[src/rtl/rv_rr_arbiter.sv]
// Round-robin merge of N_REQ ready/valid streams onto one registered channel.
// Optional burst lock keeps a requester granted for up to BURST_MAX beats.
module rv_rr_arbiter #(
    parameter int WIDTH     = 32,
    parameter int N_REQ     = 4,
    parameter int BURST_MAX = 1,
    parameter int SRC_W     = $clog2(N_REQ)
) (
    input  logic                   clock,
    input  logic                   reset,
    input  logic [N_REQ*WIDTH-1:0] i_dat,
    input  logic [N_REQ-1:0]       i_valid,
    output logic [N_REQ-1:0]       i_ready,
    output logic [WIDTH-1:0]       o_dat,
    output logic                   o_valid,
    input  logic                   o_ready,
    output logic [SRC_W-1:0]       o_src
);

    localparam int BW = $clog2(BURST_MAX + 1);
    localparam logic [BW-1:0] BMAX = BW'(BURST_MAX);

    logic [SRC_W-1:0] ptr_q, ptr_d;
    logic [BW-1:0]    burst_q, burst_d;
    logic [WIDTH-1:0] dat_q, dat_d;
    logic [SRC_W-1:0] src_q, src_d;
    logic             vld_q, vld_d;

    logic             load;
    logic             stay;
    logic             found;
    logic             sel_valid;
    logic [SRC_W-1:0] sel;
    logic             xfer;
    int               idx;

    assign load = !vld_q || o_ready;

    // burst_q == 0 only after reset: no owner yet, so the search decides
    assign stay = (burst_q != '0) && (burst_q < BMAX) && i_valid[ptr_q];

    always_comb begin
        found = 1'b0;
        sel   = ptr_q;
        idx   = 0;
        if (stay) begin
            found = 1'b1;
        end else begin
            for (int i = 1; i <= N_REQ; i++) begin
                idx = int'(ptr_q) + i;
                if (idx >= N_REQ) begin
                    idx = idx - N_REQ;
                end
                if (!found && i_valid[idx]) begin
                    found = 1'b1;
                    sel   = SRC_W'(idx);
                end
            end
        end
    end

    assign sel_valid = found;
    assign xfer      = !reset && load && sel_valid;

    always_comb begin
        i_ready = '0;
        if (xfer) begin
            i_ready = N_REQ'(1) << sel;
        end
    end

    always_comb begin
        ptr_d   = ptr_q;
        burst_d = burst_q;
        dat_d   = dat_q;
        src_d   = src_q;
        vld_d   = vld_q;
        if (xfer) begin
            dat_d = i_dat[sel*WIDTH +: WIDTH];
            src_d = sel;
            vld_d = 1'b1;
            ptr_d = sel;
            if (sel == ptr_q) begin
                if (burst_q != BMAX) begin
                    burst_d = burst_q + BW'(1);
                end
            end else begin
                burst_d = BW'(1);
            end
        end else if (vld_q && o_ready) begin
            vld_d = 1'b0;
        end
    end

    always_ff @(posedge clock) begin
        if (reset) begin
            ptr_q   <= SRC_W'(N_REQ - 1);
            burst_q <= '0;
            dat_q   <= '0;
            src_q   <= '0;
            vld_q   <= 1'b0;
        end else begin
            ptr_q   <= ptr_d;
            burst_q <= burst_d;
            dat_q   <= dat_d;
            src_q   <= src_d;
            vld_q   <= vld_d;
        end
    end

    assign o_dat   = dat_q;
    assign o_src   = src_q;
    assign o_valid = vld_q;

endmodule
[config.mk]
export PLATFORM = sky130hd
export DESIGN_NAME = rv_rr_arbiter
export DESIGN_NICKNAME = d
export VERILOG_FILES = /design/src/rtl/rv_rr_arbiter.sv
export SDC_FILE = /design/constraint.sdc
export NUM_CORES = 1
export LEC_CHECK = 0
export CELL_PAD_IN_SITES_DETAIL_PLACEMENT = 1
export CELL_PAD_IN_SITES_GLOBAL_PLACEMENT = 1
export CORE_MARGIN = 1
export CORE_UTILIZATION = 22
export CTS_CLUSTER_SIZE = 12
export DETAILED_ROUTE_END_ITERATION = 8
export GPL_ROUTABILITY_DRIVEN = 0
export PLACE_DENSITY_LB_ADDON = 0.1
export SLEW_MARGIN = 0
export SYNTH_ARGS = -nofsm -noshare
export SYNTH_HDL_FRONTEND = slang
export SYNTH_SLANG_ARGS = --single-unit
[constraint.sdc]
create_clock -name clock -period 1.8 [get_ports clock]
set_clock_uncertainty 0.2 [all_clocks]
set_input_delay 0.36 -clock clock [delete_from_list [all_inputs] [get_ports clock]]
set_output_delay 0.36 -clock clock [all_outputs]
set_load 0.02 [all_outputs]
### Word level (Yosys, flattened, before mapping)

Index checks and enable logic that the tools add are counted.

| word-level totals | value |
|---|---|
| register bits | 38 |

| cells by class | value |
|---|---|
| muxes and demuxes | 40 |
| eq/ne operators | 1 |
| magnitude comparators | 10 |
| add/sub/neg operators | 9 |
| shift-type cells | 2 |
| reduce and logical (&&, ||, !) cells | 15 |

Operators with widths:

| kind | count |
|---|---|
| 32-bit two-way mux | 8 |
| 32-bit by 4-bit < comparator with 1-bit output (second input constant) | 4 |
| 128-bit by 8-bit variable part select with 32-bit output | 1 |
| 1-bit two-way mux | 21 |
| 3-bit by 3-bit subtractor with 4-bit output (second input constant) | 3 |
| 1-bit binary-select mux with 2-bit select | 5 |
| 2-bit two-way mux | 5 |
| 3-bit greater-or-equal comparator (second input constant) | 3 |
| 1-bit logical AND | 8 |
| 2-bit by 2-bit adder with 3-bit output (second input constant) | 2 |
| 1-bit logical NOT | 5 |
| 4-bit by 3-bit subtractor with 5-bit output (second input constant) | 1 |
| 2-bit by 3-bit adder with 4-bit output (second input constant) | 1 |
| 4-bit by 3-bit greater-or-equal comparator with 1-bit output (second input constant) | 1 |
| 4-bit two-way mux | 1 |
| 1-bit by 2-bit left shift with 4-bit output (first input constant) | 1 |
| 2-bit by 1-bit adder with 3-bit output (second input constant) | 1 |
| 2-bit by 3-bit < comparator with 1-bit output (second input constant) | 1 |
| 2-bit equality test | 1 |
| 2-bit nonzero test | 1 |
| 1-bit adder (second input constant) | 1 |
| 1-bit logical OR | 1 |
| 1-bit < comparator (second input constant) | 1 |

### Logic depth before layout (Yosys ltp)

| depth | value |
|---|---|
| word-level depth | 23 |
| gate-level depth with buffers | 8 |
| gate-level depth less buffers | 5 |

### Least setup slack after synthesis

No wires, ideal clock.

| timing | value |
|---|---|
| path kind | reg2out |
| start point | register ptr_q[1] |
| end point | output port i_ready[0] |
| data required time | 1240 ps |
| path buffers | 3 |
| setup slack | -497 ps |
| arrival | 1737 ps |
| stages on the path, launching flop included | 8 |
| cells stage by stage | dfxtp_1 > buf_6 > nor3_1 > a31oi_1 > nand2b_1 > buf_2 > buf_2 > nor4_1 |

| on the way | value |
|---|---|
| cells in the longest elaborated chain, start to end | 23 |

Ends and longest elaborated chain:

| what | RTL line | text |
|---|---|---|
| from (decl) | 23 | `logic [SRC_W-1:0] ptr_q, ptr_d;` |
| from (signal assigned) | 97 | `ptr_q <= SRC_W'(N_REQ - 1);` |
| from (signal assigned) | 103 | `ptr_q <= ptr_d;` |
| 2-bit by 1-bit adder with 3-bit output | 50 | `idx = int'(ptr_q) + i;` |
| 3-bit by 3-bit subtractor with 4-bit output or 3-bit greater-or-equal comparator (tied branches) | 52, 51 |  |
| 32-bit two-way mux | 51 | `if (idx >= N_REQ) begin` |
| 32-bit two-way mux | 46 | `if (stay) begin` |
| 1-bit binary-select mux with 2-bit select | 54 | `if (!found && i_valid[idx]) begin` |
| 1-bit two-way mux (not written as such) (2 in a row) | 54 |  |
| 1-bit two-way mux | 54 |  |
| 1-bit two-way mux | 46 |  |
| (+6 left out) | n/a |  |
| 1-bit two-way mux | 54 |  |
| 1-bit two-way mux | 46 |  |
| 1-bit logical NOT | 54 |  |
| 1-bit logical AND | 54 |  |
| 2-bit two-way mux or 1-bit two-way mux (tied branches) | 54 |  |
| 2-bit two-way mux or 1-bit two-way mux (tied branches) | 46 |  |
| 1-bit by 2-bit left shift with 4-bit output or 1-bit logical AND (tied branches) | 68, 63 |  |
| 4-bit two-way mux * | 67 | `if (xfer) begin` |
| to (decl) | 13 | `output logic [N_REQ-1:0] i_ready,` |

Every way passes the cells marked *; elsewhere a longest branch is shown, timed or not. The select of a mux whose other input is x is not followed.

### Worst setup path after layout

| timing | value |
|---|---|
| start point | input port i_valid[3] |
| end point | output port i_ready[3] |

| on the way | value |
|---|---|
| cells in the longest elaborated chain, start to end | 19 |

Ends and longest elaborated chain:

| what | RTL line | text |
|---|---|---|
| from (decl) | 12 | `input logic [N_REQ-1:0] i_valid,` |
| 1-bit binary-select mux with 2-bit select | 54 |  |
| 1-bit two-way mux (not written as such) (2 in a row) | 54 |  |
| 1-bit two-way mux | 54 |  |
| 1-bit two-way mux | 46 |  |
| 1-bit logical NOT | 54 |  |
| 1-bit logical AND | 54 |  |
| 1-bit two-way mux | 54 |  |
| 1-bit two-way mux | 46 |  |
| (+2 left out) | n/a |  |
| 1-bit two-way mux | 54 |  |
| 1-bit two-way mux | 46 |  |
| 1-bit logical NOT | 54 |  |
| 1-bit logical AND | 54 |  |
| 2-bit two-way mux or 1-bit two-way mux (tied branches) | 54 |  |
| 2-bit two-way mux or 1-bit two-way mux (tied branches) | 46 |  |
| 1-bit by 2-bit left shift with 4-bit output or 1-bit logical AND (tied branches) | 68, 63 |  |
| 4-bit two-way mux * | 67 |  |

Marked as above.

==> results.sh <==
export IMPL_status="finished, violations left"
export IMPL_violations="negative setup slack"
export IMPL_nNetsFinal=616
export IMPL_critPathTopFamily="buffers and inverters"
export IMPL_drcViolationCount=0
export IMPL_yosys_warnings=0
export IMPL_finalSetupViolCount=38
export IMPL_synth_seq_cells=37
export IMPL_drive_gt1_share_pct=23.0
export IMPL_clk_pin_slew_ns=0.08
export IMPL_nFillCells=1254
export IMPL_clockBufferDepth=2
export IMPL_dpl_cell_count=599
export IMPL_drtAntennaViolNets=0
export IMPL_p_leak_nw=2.19
export IMPL_setup_worst_path_end_class="primary output"
export IMPL_critical_path_startpoint_type="input pin"
export IMPL_syn_area_um2=2470
export IMPL_fin_ws_ns=-0.340
export IMPL_power_density_nw_per_um2=688
export IMPL_grt_max_degree=38
export IMPL_synth_edf_count=0
export IMPL_die_area_um2=11700
export IMPL_drtPass1Iterations=4
export IMPL_met2_usage_pct=31.3
export IMPL_cp_cell_sequence="dlygate4sd2_1 -> nand3b_1 -> a31oi_4 -> nand2_1 -> nor2_4 -> buf_6"
export IMPL_use_met3_pct=4.70
export IMPL_drt_iter0_markers=67
export IMPL_avgViaCountPerCell=4.80
export IMPL_placed_cell_area_um2=4460
export IMPL_path_buf_inv=2
export IMPL_post_route_cell_area_um2=5190
export IMPL_finalCriticalPeriod_ns=2.14
export IMPL_grt_pass1_wl_mm=16.2
export IMPL_critPathMaxFanout=5
export IMPL_worstHoldPathType="flip-flop to flip-flop"
export IMPL_synthDistinctLibCells=29
export IMPL_syn_num_nets=425
export IMPL_rsz0062_at_grt="true"
export IMPL_clk_latency_ns=0.29
export IMPL_wl_per_cell_um=17.7
export IMPL_root_buffer="clkbuf_8"
export IMPL_worstSetupPathType="input pin to primary output"
export IMPL_slowest_stage="dlygate4sd2_1"
export IMPL_grt_pass1_vias=3117
export IMPL_ioPinCount=174
export IMPL_hpwl_mm=7.17
export IMPL_setup_tns_ns=-8.56
export IMPL_slowest_delay_ns=0.36
export IMPL_wirelength_mm=11.0
export IMPL_hold_viol=0
export IMPL_netlist_instances=290
export IMPL_worstPathArrival_ns=1.58
export IMPL_layout_cells_non_filler=622
export IMPL_cp_data_required_time_ns=1.24
export IMPL_tritoncts="done"
export IMPL_post_route_period_util_pct=119
export IMPL_rows=38
export IMPL_tightestPinTransition_ns=0.395
export IMPL_synth_main_ff_cell="dfxtp_1"
export IMPL_num_antenna_cells=0
export IMPL_grtUsageTotal_pct=18.2
export IMPL_fin_util_pct=47.7
export IMPL_fmax_mhz=467
export IMPL_slew_headroom_pct=73.7
export IMPL_grt_busiest_layer="met2"
export IMPL_cap_violations=0
export IMPL_io_buffers=173
export IMPL_slew_violations=0
export IMPL_syn_avg_cell_area_um2=8.52
export IMPL_power_total_w=0.00357
export IMPL_numCtsBuffers=5
export IMPL_grt_use_met1_pct=22.6
export IMPL_die_w_um=108
export IMPL_cts_htree_levels=2
export IMPL_initial_core_util_pct=22.7
export IMPL_die_h_um=108
export IMPL_seq_area_frac_synth_pct=30.0
export IMPL_clock_sinks=37
export IMPL_seq_area_um2=746
export IMPL_grt_antenna_before_repair=0
export IMPL_syn_to_final_growth_pct=110
export IMPL_core_um2=10900
export IMPL_grt_overflow_total=0
export IMPL_vias=2987
export IMPL_multiInputGateArea_um2=1880
export IMPL_vdd_drop_max_uv=278
export IMPL_synth_async_reset_ratio_pct=0
[final timing paths]
kind,from,endpoint,slack [ns],cells after the start
setup / recovery,i_valid[3],i_ready[3],-0.34,6
hold / removal,o_dat[26],o_dat[26],0.28,2
setup reg to reg,ptr_q[1],o_dat[11],-0.27,8
hold reg to reg,o_dat[26],o_dat[26],0.28,2
[layout make-up]
cell class / instances / share of cell area [%]
repair buffers: 213 / 44.5
flip-flops and latches: 37 / 14.4
multi-input cells: 224 / 36.2
well taps: 140 / 3.38
clock buffers: 8 / 1.54
[where the power goes]
| part | total (W) | switching, W | internal (W) | leakage (nW) |
|---|---|---|---|---|
| clock | 0.000584 | 0.000308 | 0.000276 | 0.0395 |
| combinational | 0.00195 | 0.000862 | 0.00109 | 1.85 |
| sequential | 0.00104 | 0.0000768 | 0.000959 | 0.307 |
| total | 0.00357 | 0.00125 | 0.00232 | 2.19 |
[registers in the layout, indices dropped and copies added, names as in the netlist]
signal   flops
o_dat       32
o_valid      1
ptr_q        2
o_src        2
[cells in the final DEF, fill, tap and decap left out, types with 3 or more instances in the layout]
cell             count
o211ai_1            31
nor2_1               4
mux2i_1             21
mux2i_2              6
mux2i_4              7
nor2_2               3
buf_6                5
clkbuf_8             5
mux2_4              31
buf_4               22
nand2_1             35
clkbuf_1             3
dlygate4sd2_1       32
dlymetal6s2s_1       6
nand3_1             62
dfxtp_1             35
clkdlybuf4s50_1    130
buf_16              11
clkbuf_16            3
[per-stage QoR]
step                      hold slack, ns  setup slack (ns)
after floorplan                    0.229            -0.149
after global placement             0.264             -1.06
after detailed placement           0.270             -1.07
after CTS                          0.284            -0.372
after global routing               0.308            -0.426
final                              0.282            -0.340
[worst reg2reg max path, delay by kind of cell, from the launching register on]
family          cells  cell delay, ns
simple gates        2            0.27
compound gates      1            0.08
flops               1            0.40
buf+inv             3            0.52
mux                 2            0.53
[synth_stat cells (all sizes together) (2+ instances only)]
master	instances	area, µm²
nor4	2	12.5
nand2	35	131
nor3	4	31.3
mux2i	34	340
nand2b	3	18.8
o211ai	31	233
nand3	62	310
mux2	31	349
clkbuf	3	11.3
a21oi	2	10.0
nor2	8	32.5
dfxtp	37	741
buf	26	166
nor2b	2	12.5
[cells by family after synthesis]
logic type             count (synthesis)  synth area share [%]
AND/OR/NAND/NOR                      120                  23.3
multiplexers                          65                  27.9
buffers and inverters                 29                  7.19
AO/OA/AOI/OAI                         39                  11.6
flip-flops                            37                  30.0
[what timing repair did]
action | in CTS | in global routing
cloned | 8 | 3
setup buffers | 4 | 1
resized for setup | 93 | 55
endpoints found under the setup margin | 69 | 46
hold buffers | 0 | 0
pin swaps | 4 | 8
[per-layer routing]
layer	wire length [µm]	vias up
met4	116	0
met1	4810	1435
li1	-	1445
met2	5300	98
met5	0	-
met3	761	9
Note: power is estimated with default switching activity, not from simulation.
